==> config.mk <==
export PLATFORM = sky130hd
export DESIGN_NAME = motion_diff_ctrl_flat
export DESIGN_NICKNAME = d
export VERILOG_FILES = /design/src/rtl/motion_diff_if.sv /design/src/rtl/motion_diff_ctrl.sv /design/src/flat_wrapper.sv
export SDC_FILE = /design/constraint.sdc
export NUM_CORES = 1
export LEC_CHECK = 0
export CELL_PAD_IN_SITES_DETAIL_PLACEMENT = 0
export CELL_PAD_IN_SITES_GLOBAL_PLACEMENT = 1
export CORE_UTILIZATION = 49
export DETAILED_ROUTE_END_ITERATION = 10
export DONT_BUFFER_PORTS = 1
export PLACE_DENSITY = 0.84
export SLEW_MARGIN = 20
export SYNTH_ARGS = -nofsm -noshare
export SYNTH_HDL_FRONTEND = slang
export SYNTH_SLANG_ARGS = --single-unit
==> constraint.sdc <==
create_clock -name clk -period 4.54 [get_ports clk]
set_clock_uncertainty 0.15 [all_clocks]
set_input_delay 0.454 -clock clk [delete_from_list [all_inputs] [get_ports clk]]
set_output_delay 0.454 -clock clk [all_outputs]
set_load 0.05 [all_outputs]
==> src/rtl/motion_diff_if.sv <==
// Bus bundle between the frame-difference controller and its frame buffers,
// change-mask memory and display/overlay consumers.
interface motion_diff_if #(
  parameter int ADDR_W = 17,
  parameter int CNT_W  = 17
);
  logic              start;
  logic [7:0]        thresh;
  logic [CNT_W-1:0]  min_count;
  logic              rd_en;
  logic [ADDR_W-1:0] rd_addr;
  logic [7:0]        px_cur;
  logic [7:0]        px_ref;
  logic              mask_we;
  logic [ADDR_W-1:0] mask_addr;
  logic              mask_bit;
  logic              busy;
  logic              done;
  logic [CNT_W-1:0]  changed_count;
  logic              motion;

  modport master (
    input  start, thresh, min_count, px_cur, px_ref,
    output rd_en, rd_addr, mask_we, mask_addr, mask_bit, busy, done,
           changed_count, motion
  );

  modport slave (
    output start, thresh, min_count, px_cur, px_ref,
    input  rd_en, rd_addr, mask_we, mask_addr, mask_bit, busy, done,
           changed_count, motion
  );
endinterface

==> src/rtl/motion_diff_ctrl.sv <==
// Frame-difference scheduler: sweeps two RGB332 buffers, writes a change mask,
// counts changed pixels and reports a per-frame motion flag.
module euclid_px_diff (
  input  logic [7:0] a_i,
  input  logic [7:0] b_i,
  output logic [7:0] diff_o
);
  logic [2:0] dr;
  logic [2:0] dg;
  logic [1:0] db;

  // Blue has one bit less resolution, so it is weighted x2.
  always_comb begin
    dr = (a_i[7:5] >= b_i[7:5]) ? a_i[7:5] - b_i[7:5] : b_i[7:5] - a_i[7:5];
    dg = (a_i[4:2] >= b_i[4:2]) ? a_i[4:2] - b_i[4:2] : b_i[4:2] - a_i[4:2];
    db = (a_i[1:0] >= b_i[1:0]) ? a_i[1:0] - b_i[1:0] : b_i[1:0] - a_i[1:0];
    diff_o = {5'd0, dr} + {5'd0, dg} + {5'd0, db, 1'b0};
  end
endmodule

module motion_diff_ctrl #(
  parameter int ADDR_W = 17,
  parameter int NUM_PX = 76800,
  parameter int CNT_W  = 17
) (
  input  logic          clk,
  input  logic          rst,
  motion_diff_if.master bus
);
  localparam logic [1:0] S_IDLE  = 2'd0;
  localparam logic [1:0] S_RUN   = 2'd1;
  localparam logic [1:0] S_DRAIN = 2'd2;
  localparam logic [1:0] S_DONE  = 2'd3;
  localparam logic [ADDR_W-1:0] LAST_ADDR = ADDR_W'(NUM_PX - 1);

  logic [1:0]        state_q, state_d;
  logic [7:0]        thresh_q;
  logic [CNT_W-1:0]  min_q;
  logic              rd_en_q;
  logic [ADDR_W-1:0] rd_addr_q;
  logic              s1_valid_q;
  logic [ADDR_W-1:0] s1_addr_q;
  logic              mask_we_q;
  logic [ADDR_W-1:0] mask_addr_q;
  logic              mask_bit_q;
  logic [CNT_W-1:0]  cnt_q, cnt_d;
  logic              drain_q;
  logic              busy_q;
  logic              done_q;
  logic [CNT_W-1:0]  changed_q;
  logic              motion_q;
  logic [7:0]        diff;

  euclid_px_diff u_diff (
    .a_i    (bus.px_cur),
    .b_i    (bus.px_ref),
    .diff_o (diff)
  );

  always_comb begin
    state_d = state_q;
    case (state_q)
      S_IDLE:  if (bus.start) state_d = S_RUN;
      S_RUN:   if (rd_addr_q == LAST_ADDR) state_d = S_DRAIN;
      S_DRAIN: if (drain_q) state_d = S_DONE;
      default: state_d = S_IDLE;
    endcase
    // Includes the write retiring this cycle so DONE sees the final pixel.
    cnt_d = cnt_q + CNT_W'(mask_we_q & mask_bit_q);
  end

  always_ff @(posedge clk or posedge rst) begin
    if (rst) begin
      state_q     <= S_IDLE;
      thresh_q    <= '0;
      min_q       <= '0;
      rd_en_q     <= 1'b0;
      rd_addr_q   <= '0;
      s1_valid_q  <= 1'b0;
      s1_addr_q   <= '0;
      mask_we_q   <= 1'b0;
      mask_addr_q <= '0;
      mask_bit_q  <= 1'b0;
      cnt_q       <= '0;
      drain_q     <= 1'b0;
      busy_q      <= 1'b0;
      done_q      <= 1'b0;
      changed_q   <= '0;
      motion_q    <= 1'b0;
    end else begin
      state_q     <= state_d;
      s1_valid_q  <= rd_en_q;
      s1_addr_q   <= rd_addr_q;
      mask_we_q   <= s1_valid_q;
      mask_addr_q <= s1_addr_q;
      mask_bit_q  <= s1_valid_q && (diff > thresh_q);
      cnt_q       <= cnt_d;
      done_q      <= 1'b0;
      case (state_q)
        S_IDLE: begin
          if (bus.start) begin
            thresh_q  <= bus.thresh;
            min_q     <= bus.min_count;
            cnt_q     <= '0;
            rd_en_q   <= 1'b1;
            rd_addr_q <= '0;
            busy_q    <= 1'b1;
            drain_q   <= 1'b0;
          end
        end
        S_RUN: begin
          if (rd_addr_q == LAST_ADDR) rd_en_q <= 1'b0;
          else                        rd_addr_q <= rd_addr_q + ADDR_W'(1);
        end
        S_DRAIN: begin
          drain_q <= 1'b1;
          if (drain_q) begin
            busy_q    <= 1'b0;
            done_q    <= 1'b1;
            changed_q <= cnt_d;
            motion_q  <= (cnt_d >= min_q);
          end
        end
        default: ;
      endcase
    end
  end

  assign bus.rd_en         = rd_en_q;
  assign bus.rd_addr       = rd_addr_q;
  assign bus.mask_we       = mask_we_q;
  assign bus.mask_addr     = mask_addr_q;
  assign bus.mask_bit      = mask_bit_q;
  assign bus.busy          = busy_q;
  assign bus.done          = done_q;
  assign bus.changed_count = changed_q;
  assign bus.motion        = motion_q;
endmodule

==> src/flat_wrapper.sv <==
// flat-port wrapper written by rule: the top's interface ports become plain ports
module motion_diff_ctrl_flat 
#(
  parameter int ADDR_W = 17,
  parameter int NUM_PX = 76800,
  parameter int CNT_W  = 17
)
  (clk, rst, bus_start, bus_thresh, bus_min_count, bus_px_cur, bus_px_ref, bus_rd_en, bus_rd_addr, bus_mask_we, bus_mask_addr, bus_mask_bit, bus_busy, bus_done, bus_changed_count, bus_motion);
  motion_diff_if #(.ADDR_W(ADDR_W), .CNT_W(CNT_W)) bus_i ();
  input  logic clk;
  input  logic rst;
  input wire logic [$bits(bus_i.start)-1:0] bus_start;
  input wire logic [$bits(bus_i.thresh)-1:0] bus_thresh;
  input wire logic [$bits(bus_i.min_count)-1:0] bus_min_count;
  input wire logic [$bits(bus_i.px_cur)-1:0] bus_px_cur;
  input wire logic [$bits(bus_i.px_ref)-1:0] bus_px_ref;
  output wire logic [$bits(bus_i.rd_en)-1:0] bus_rd_en;
  output wire logic [$bits(bus_i.rd_addr)-1:0] bus_rd_addr;
  output wire logic [$bits(bus_i.mask_we)-1:0] bus_mask_we;
  output wire logic [$bits(bus_i.mask_addr)-1:0] bus_mask_addr;
  output wire logic [$bits(bus_i.mask_bit)-1:0] bus_mask_bit;
  output wire logic [$bits(bus_i.busy)-1:0] bus_busy;
  output wire logic [$bits(bus_i.done)-1:0] bus_done;
  output wire logic [$bits(bus_i.changed_count)-1:0] bus_changed_count;
  output wire logic [$bits(bus_i.motion)-1:0] bus_motion;
  assign bus_i.start = bus_start;
  assign bus_i.thresh = bus_thresh;
  assign bus_i.min_count = bus_min_count;
  assign bus_i.px_cur = bus_px_cur;
  assign bus_i.px_ref = bus_px_ref;
  assign bus_rd_en = bus_i.rd_en;
  assign bus_rd_addr = bus_i.rd_addr;
  assign bus_mask_we = bus_i.mask_we;
  assign bus_mask_addr = bus_i.mask_addr;
  assign bus_mask_bit = bus_i.mask_bit;
  assign bus_busy = bus_i.busy;
  assign bus_done = bus_i.done;
  assign bus_changed_count = bus_i.changed_count;
  assign bus_motion = bus_i.motion;
  motion_diff_ctrl #(.ADDR_W(ADDR_W), .NUM_PX(NUM_PX), .CNT_W(CNT_W)) u_core (.clk(clk), .rst(rst), .bus(bus_i));
endmodule
== Yosys cells after proc, flatten, opt, wreduce, memory -nomap -nowiden ==
Cells that the tools add are included.
Word-level totals
  register bits after elaboration: 120
  logic and storage cells: 71
  output and inout bits: 57
  input bits: 44
Operators by class
  $lt $le $gt $ge: 5
  eq/ne operators: 7
  add/sub/neg operators: 10
  reduce and logical (&&, ||, !) cells: 11
  mux-type cells: 21
  bitwise operators: 1
Operator list (number)
  $mux 17: 4
  $pmux 17 s2: 1
  $add 17x1->17 const B: 1
  $add 17x17->17: 1
  $eq 17x17->1 const B: 1
  $ge 17x17->1: 1
  $reduce_and 3->1: 4
  $sub 3x3->3: 4
  $gt 5x8->1: 1
  $mux 2: 4
  $ge 3x3->1: 2
  $mux 1: 6
  $mux 3: 2
  $pmux 1 s2: 3
  $pmux 2 s3: 1
  $reduce_and 2->1: 3
  $add 4x3->5: 1
  $add 3x3->4: 1
  $ne 2x1->1 const B: 2
  $ne 2x2->1 const B: 2
  $reduce_bool 2->1: 2
  $sub 2x2->2: 2
  $eq 2x1->1 const B: 1
  $eq 2x2->1 const B: 1
  other kinds (4): 4

== Logic depth before layout (Yosys ltp) ==
  depth in word-level cells: 6
  mapped depth: 15

== Modules after synthesis ==
From an unflattened synthesis, not the netlist that was laid out.
Unflattened totals
  cells, all modules: 574
  area, all modules: 5859.4 µm²
Modules (own cells, without submodules)
  motion_diff_ctrl: instances 1, cells each 493, area each 5168.7 µm²
  euclid_px_diff: instances 1, cells each 81, area each 690.7 µm²

== Least setup slack after synthesis ==
Ideal clock, no wire load.
  path kind: input to register
  start point: in bus_px_ref[2]
  end point: reg u_core.mask_bit_q, in the netlist u_core.bus.mask_bit
  buffers on the path: 0
  arrival time: 3298 ps
  required time: 4263 ps
  stages on the path: 14
  library setup time: 127 ps
  setup slack: 965 ps
  cells stage by stage: inv_1 > ha_1 > nand2b_1 > a21o_1 > a21oi_1 > mux2i_1 > xnor2_1 > fa_1 > fa_1 > xor2_1 > ha_1 > nand3_1 > o21ai_0 > a21oi_1
Between the ends
  longest elaborated chain between the ends: 6
RTL lines
  from (decl): line flat_wrapper.sv:16  | input wire logic [$bits(bus_i.px_ref)-1:0] bus_px_ref;
  $sub 3x3->3 / $ge 3x3->1 (equally long branches): line motion_diff_ctrl.sv:15  | dg = (a_i[4:2] >= b_i[4:2]) ? a_i[4:2] - b_i[4:2] : b_i[4:2] - a_i[4:2];
  $mux 3 (*): line motion_diff_ctrl.sv:15
  $add 3x3->4 (*): line motion_diff_ctrl.sv:17  | diff_o = {5'd0, dr} + {5'd0, dg} + {5'd0, db, 1'b0};
  $add 4x3->5 (*): line motion_diff_ctrl.sv:17
  $gt 5x8->1 (*): line motion_diff_ctrl.sv:96  | mask_bit_q <= s1_valid_q && (diff > thresh_q);
  $logic_and 1x1->1 (*): line motion_diff_ctrl.sv:96
  to (signal assigned): line motion_diff_ctrl.sv:96
  to (decl): line motion_diff_ctrl.sv:45  | logic mask_bit_q;
Every way passes the cells marked *; elsewhere a longest branch is shown, timed or not.
A chain may end at the register's enable or synchronous reset.

== Final worst setup path ==
  start point: reg u_core.mask_we_q, in the netlist u_core.bus.mask_we
  end point: reg u_core.motion_q, in the netlist u_core.bus.motion
Between the ends
  longest elaborated chain between the ends: 3
RTL lines
  from (decl): line motion_diff_ctrl.sv:43  | logic mask_we_q;
  from (signal assigned): line motion_diff_ctrl.sv:94  | mask_we_q <= s1_valid_q;
  $and 1x1->1: line motion_diff_ctrl.sv:69  | cnt_d = cnt_q + CNT_W'(mask_we_q & mask_bit_q);
  $add 17x17->17: line motion_diff_ctrl.sv:69
  net u_core.cnt_d[14]: line motion_diff_ctrl.sv:46  | logic [CNT_W-1:0] cnt_q, cnt_d;
  $ge 17x17->1: line motion_diff_ctrl.sv:121  | motion_q <= (cnt_d >= min_q);
  to (signal assigned): line motion_diff_ctrl.sv:121
  to (decl): line motion_diff_ctrl.sv:51  | logic motion_q;
The timed path passes the listed nets, and every way through them passes these cells.

==> summary.txt <==
Logic synthesis
  • EDFF count, synth: 0
  • Synthesized area per cell: between 10 and 15 µm²
  • Flop and latch count out of synthesis: between 100 and 150
  • Top post-synthesis cells by count: 120 x dfrtp_1, 75 x nand2_1, 65 x inv_1
  • FFs w/ async S/R, synth: 100%
  • Syn Nets: approximately 640
  • Synth area leader: dfrtp_1
  • Synthesized instance count: 544
  • Most frequent cell after synthesis: dfrtp_1
  • Mapped Area: between 5000 and 6000 µm²
  • Top post-synthesis cells by area: dfrtp_1 53%, ha_1 9.5%, nand2_1 5.0%
  • Sequential area share after synthesis: between 50% and 60%
  • Post-synthesis cell type count: 49
  • Synthesis Warnings: 0
  • Dominant synthesized flop cell: dfrtp_1
  • Top cell type's share of synthesized area: 53.1%

STA
  • Final Max Tran Viols: 0
  • Slew margin rel.: between 30% and 40%
  • Hold WS: between 0.01 and 0.015 ns
  • Final Hold Viols: 0
  • Worst Tran Pin Value: just under 1 ns
  • Fmax: approximately 280 MHz
  • RSZ-0062 raised after global routing: no
  • Final setup fails: 0
  • Period Utilization, post-route: between 70% and 80%
  • TNS Setup: 0 ns
  • Min cycle time layout: 3.60 ns

Critical path
  • CP max-delay cell: nor4_1
  • CP peak stage delay: between 0.5 and 0.6 ns
  • Worst r2r path cells: 13
  • Critical Path Sink Type: flop
  • CP Cell Sequence: buf_4, and2_1, ha_1, ha_1, nand2_1, nor4_1, nand3_1, xor2_1, inv_1, ha_1, nand4_1, or4_1, o22ai_1
  • CP max FO: 3
  • R2r startpoint: u_core.bus.mask_we
  • CP top delay family: simple AND/OR/NAND/NOR gates
  • WP data arrival: around 3.8 ns
  • R2R setup slack: around 0.94 ns
  • Setup CP Type: reg2reg
  • Worst EP required: around 4.7 ns
  • Most used cell, CP: ha_1
  • Buffers & Inverters on Critical Path: 2
  • Reg-to-reg endpoint: u_core.bus.motion
  • Crit start category: flop

Final layout
  • Area of the multi-input gates: approximately 2400 µm²
  • Area delta synth->final: 14.5%
  • Nets: approximately 660
  • Seq. cell area: about 3000 µm²
  • Fill cell count: 953
  • Share of cells above drive strength 1: 8.01%
  • Post-Layout Inst Area: around 6500 µm²
  • ANT cells: 0

Clock network
  • CTS tree: done
  • CTS HTree Levels: 4
  • Cells resized by post-CTS repair: 0
  • Worst-path clk slew: ~0.06 ns
  • Total CTS buffers: 17
  • Clock Latency Late Sink: about 0.41 ns
  • CTS sink count: 120
  • Clock root cell: clkbuf_16
  • Setup Buffers After CTS: 0
  • CTS max path bufs: 2

Drt
  • Detailed Route Iter0 Violations: between 150 and 200
  • WL per Instance: between 10 and 15 µm
  • Final WL: between 10000 and 15000 µm
  • DR vias: 3758
  • DRC errors left: 0
  • Router iterations before antenna repair: 4
  • Post-DRT Antenna Nets: 0
  • Vias/cell: between 5 and 6

Floorplanning
  • Core ar.: 11000 µm²
  • Cell Rows: 38
  • I/O pin cnt: 101
  • Initial Util: 51.3%
  • Die height: about 110 µm
  • Die area: approximately 12000 µm²
  • Die width: about 110 µm

Power
  • Pwr Density: roughly 400 nW/µm²
  • Leak Pwr: between 0.003 and 0.004 µW
  • Total power draw: approximately 2600 µW
  • Peak supply drop: around 0.27 mV

Worst hold path
  • Hold EP: u_core.min_q[15]
  • Worst hold start: bus_min_count[15]
  • Cell count of the worst hold path: 2
  • Worst Hold Class: in2reg

Global routing
  • Vias in the first global route: 3725
  • Total grt overflow: 0
  • Antenna violations before repair: 0
  • First-pass GRT wire length: 17800 µm
  • Largest net degree at the start of global routing: 87
  • GRT Util Overall: between 10% and 20%

Placed design
  • Post-DP HPWL: 7470 µm
  • Gp weighted congestion: 0.826
  • Placed inst area: between 5000 and 6000 µm²
  • Port Buffers: 0

Outcome
  • Outcome: finished, final reports clean

Job
  • Max_cap viols: 0
==> how the worst max path moves through the flow <==
stage	start	to	slack [ns]	cells past startpoint
final	u_core.bus.mask_we	u_core.bus.motion	0.94	13
after global routing	u_core.bus.mask_bit	u_core.bus.motion	0.67	13
after CTS	u_core.bus.mask_we	u_core.bus.motion	0.88	13
after detailed placement	bus_px_ref[5]	u_core.bus.mask_bit	0.75	15
after global placement	bus_px_ref[2]	u_core.bus.mask_bit	0.86	14
after floorplan	rst	u_core.bus.busy	0.75	1
==> cell type report <==
class	instances	area share [%]
Clock buffer	19	6.99
Clock inverter	13	2.22
Multi-Input combinational cell	346	36.4
Tap cell	140	2.70
Timing Repair Buffer	11	1.54
Sequential cell	120	46.3
Inverter	65	3.84
==> flip-flops by register name, summed over array words and instances, names as in the netlist, 2 cells and up <==
name,flops
u_core.bus.changed_count,17
u_core.bus.mask_addr,17
u_core.bus.rd_addr,17
u_core.cnt_q,17
u_core.min_q,17
u_core.s1_addr_q,17
u_core.state_q,2
u_core.thresh_q,8
==> routing by layer <==
layer / track usage (%) / vias to the layer above / share of wire [%]
li1: - / 1832 / -
met1: 25.5 / 1816 / 44
met2: 30.8 / 94 / 48
met3: 5.99 / 16 / 5.7
met4: 8.00 / 0 / 1.4
met5: 0 / - / 0
==> logic make-up (layout without fill, tap and decap cells) <==
| group | Yosys count | count (layout) | synth area share (%) |
|---|---|---|---|
| XOR/XNOR | 29 | 29 | 4.49 |
| flip-flops | 120 | 120 | 53.1 |
| buffers and inverters | 78 | 108 | 5.33 |
| multiplexers | 10 | 10 | 1.84 |
| AO/OA/AOI/OAI | 86 | 86 | 8.91 |
| adder cells (fa/ha/maj) | 51 | 51 | 12.3 |
| AND/OR/NAND/NOR | 170 | 170 | 14.0 |
==> cells in the final DEF, fill, tap and decap left out, drive strengths merged, types with 3 or more instances in the layout <==
master / netlist / layout
ha: 43 / 43
nand2: 76 / 76
nand2b: 4 / 4
a21o: 5 / 5
nor4: 4 / 4
nor2: 40 / 40
clkinvlp: 0 / 4
and3: 4 / 4
o211ai: 3 / 3
buf: 2 / 4
nor3: 3 / 3
xnor2: 11 / 11
o21ai: 51 / 51
fa: 8 / 8
and2: 4 / 4
mux2: 3 / 3
nand3: 13 / 13
dlygate4sd3: 0 / 7
clkinv: 0 / 4
nor2b: 5 / 5
xor2: 18 / 18
dfrtp: 120 / 120
o2111ai: 3 / 3
nand4: 6 / 6
inv: 65 / 68
clkbuf: 11 / 19
a21oi: 12 / 12
mux2i: 7 / 7
==> per-stage QoR <==
step	cells	setup slack (ns)	utilization, %
floorplan	544	0.750	-
global placement	675	0.858	52.7
detailed placement	675	0.747	52.7
CTS	713	0.876	58.6
global route	714	0.674	58.8
finish	714	0.937	58.8
==> repair_timing <==
item | 4_1_cts | 5_1_grt
hold buffers | 6 | 1
hold endpoints to repair | 6 | 85
endpoints found under the setup margin | 0 | 0
==> where the power goes <==
group | internal, µW | total [µW] | leakage, µW | switching [µW]
logic | 74.9 | 169 | 0.00140 | 94.4
registers | 1070 | 1070 | 0.00143 | 0
clock network | 840 | 1330 | 0.000282 | 491
(Power assumes the default switching activity.)
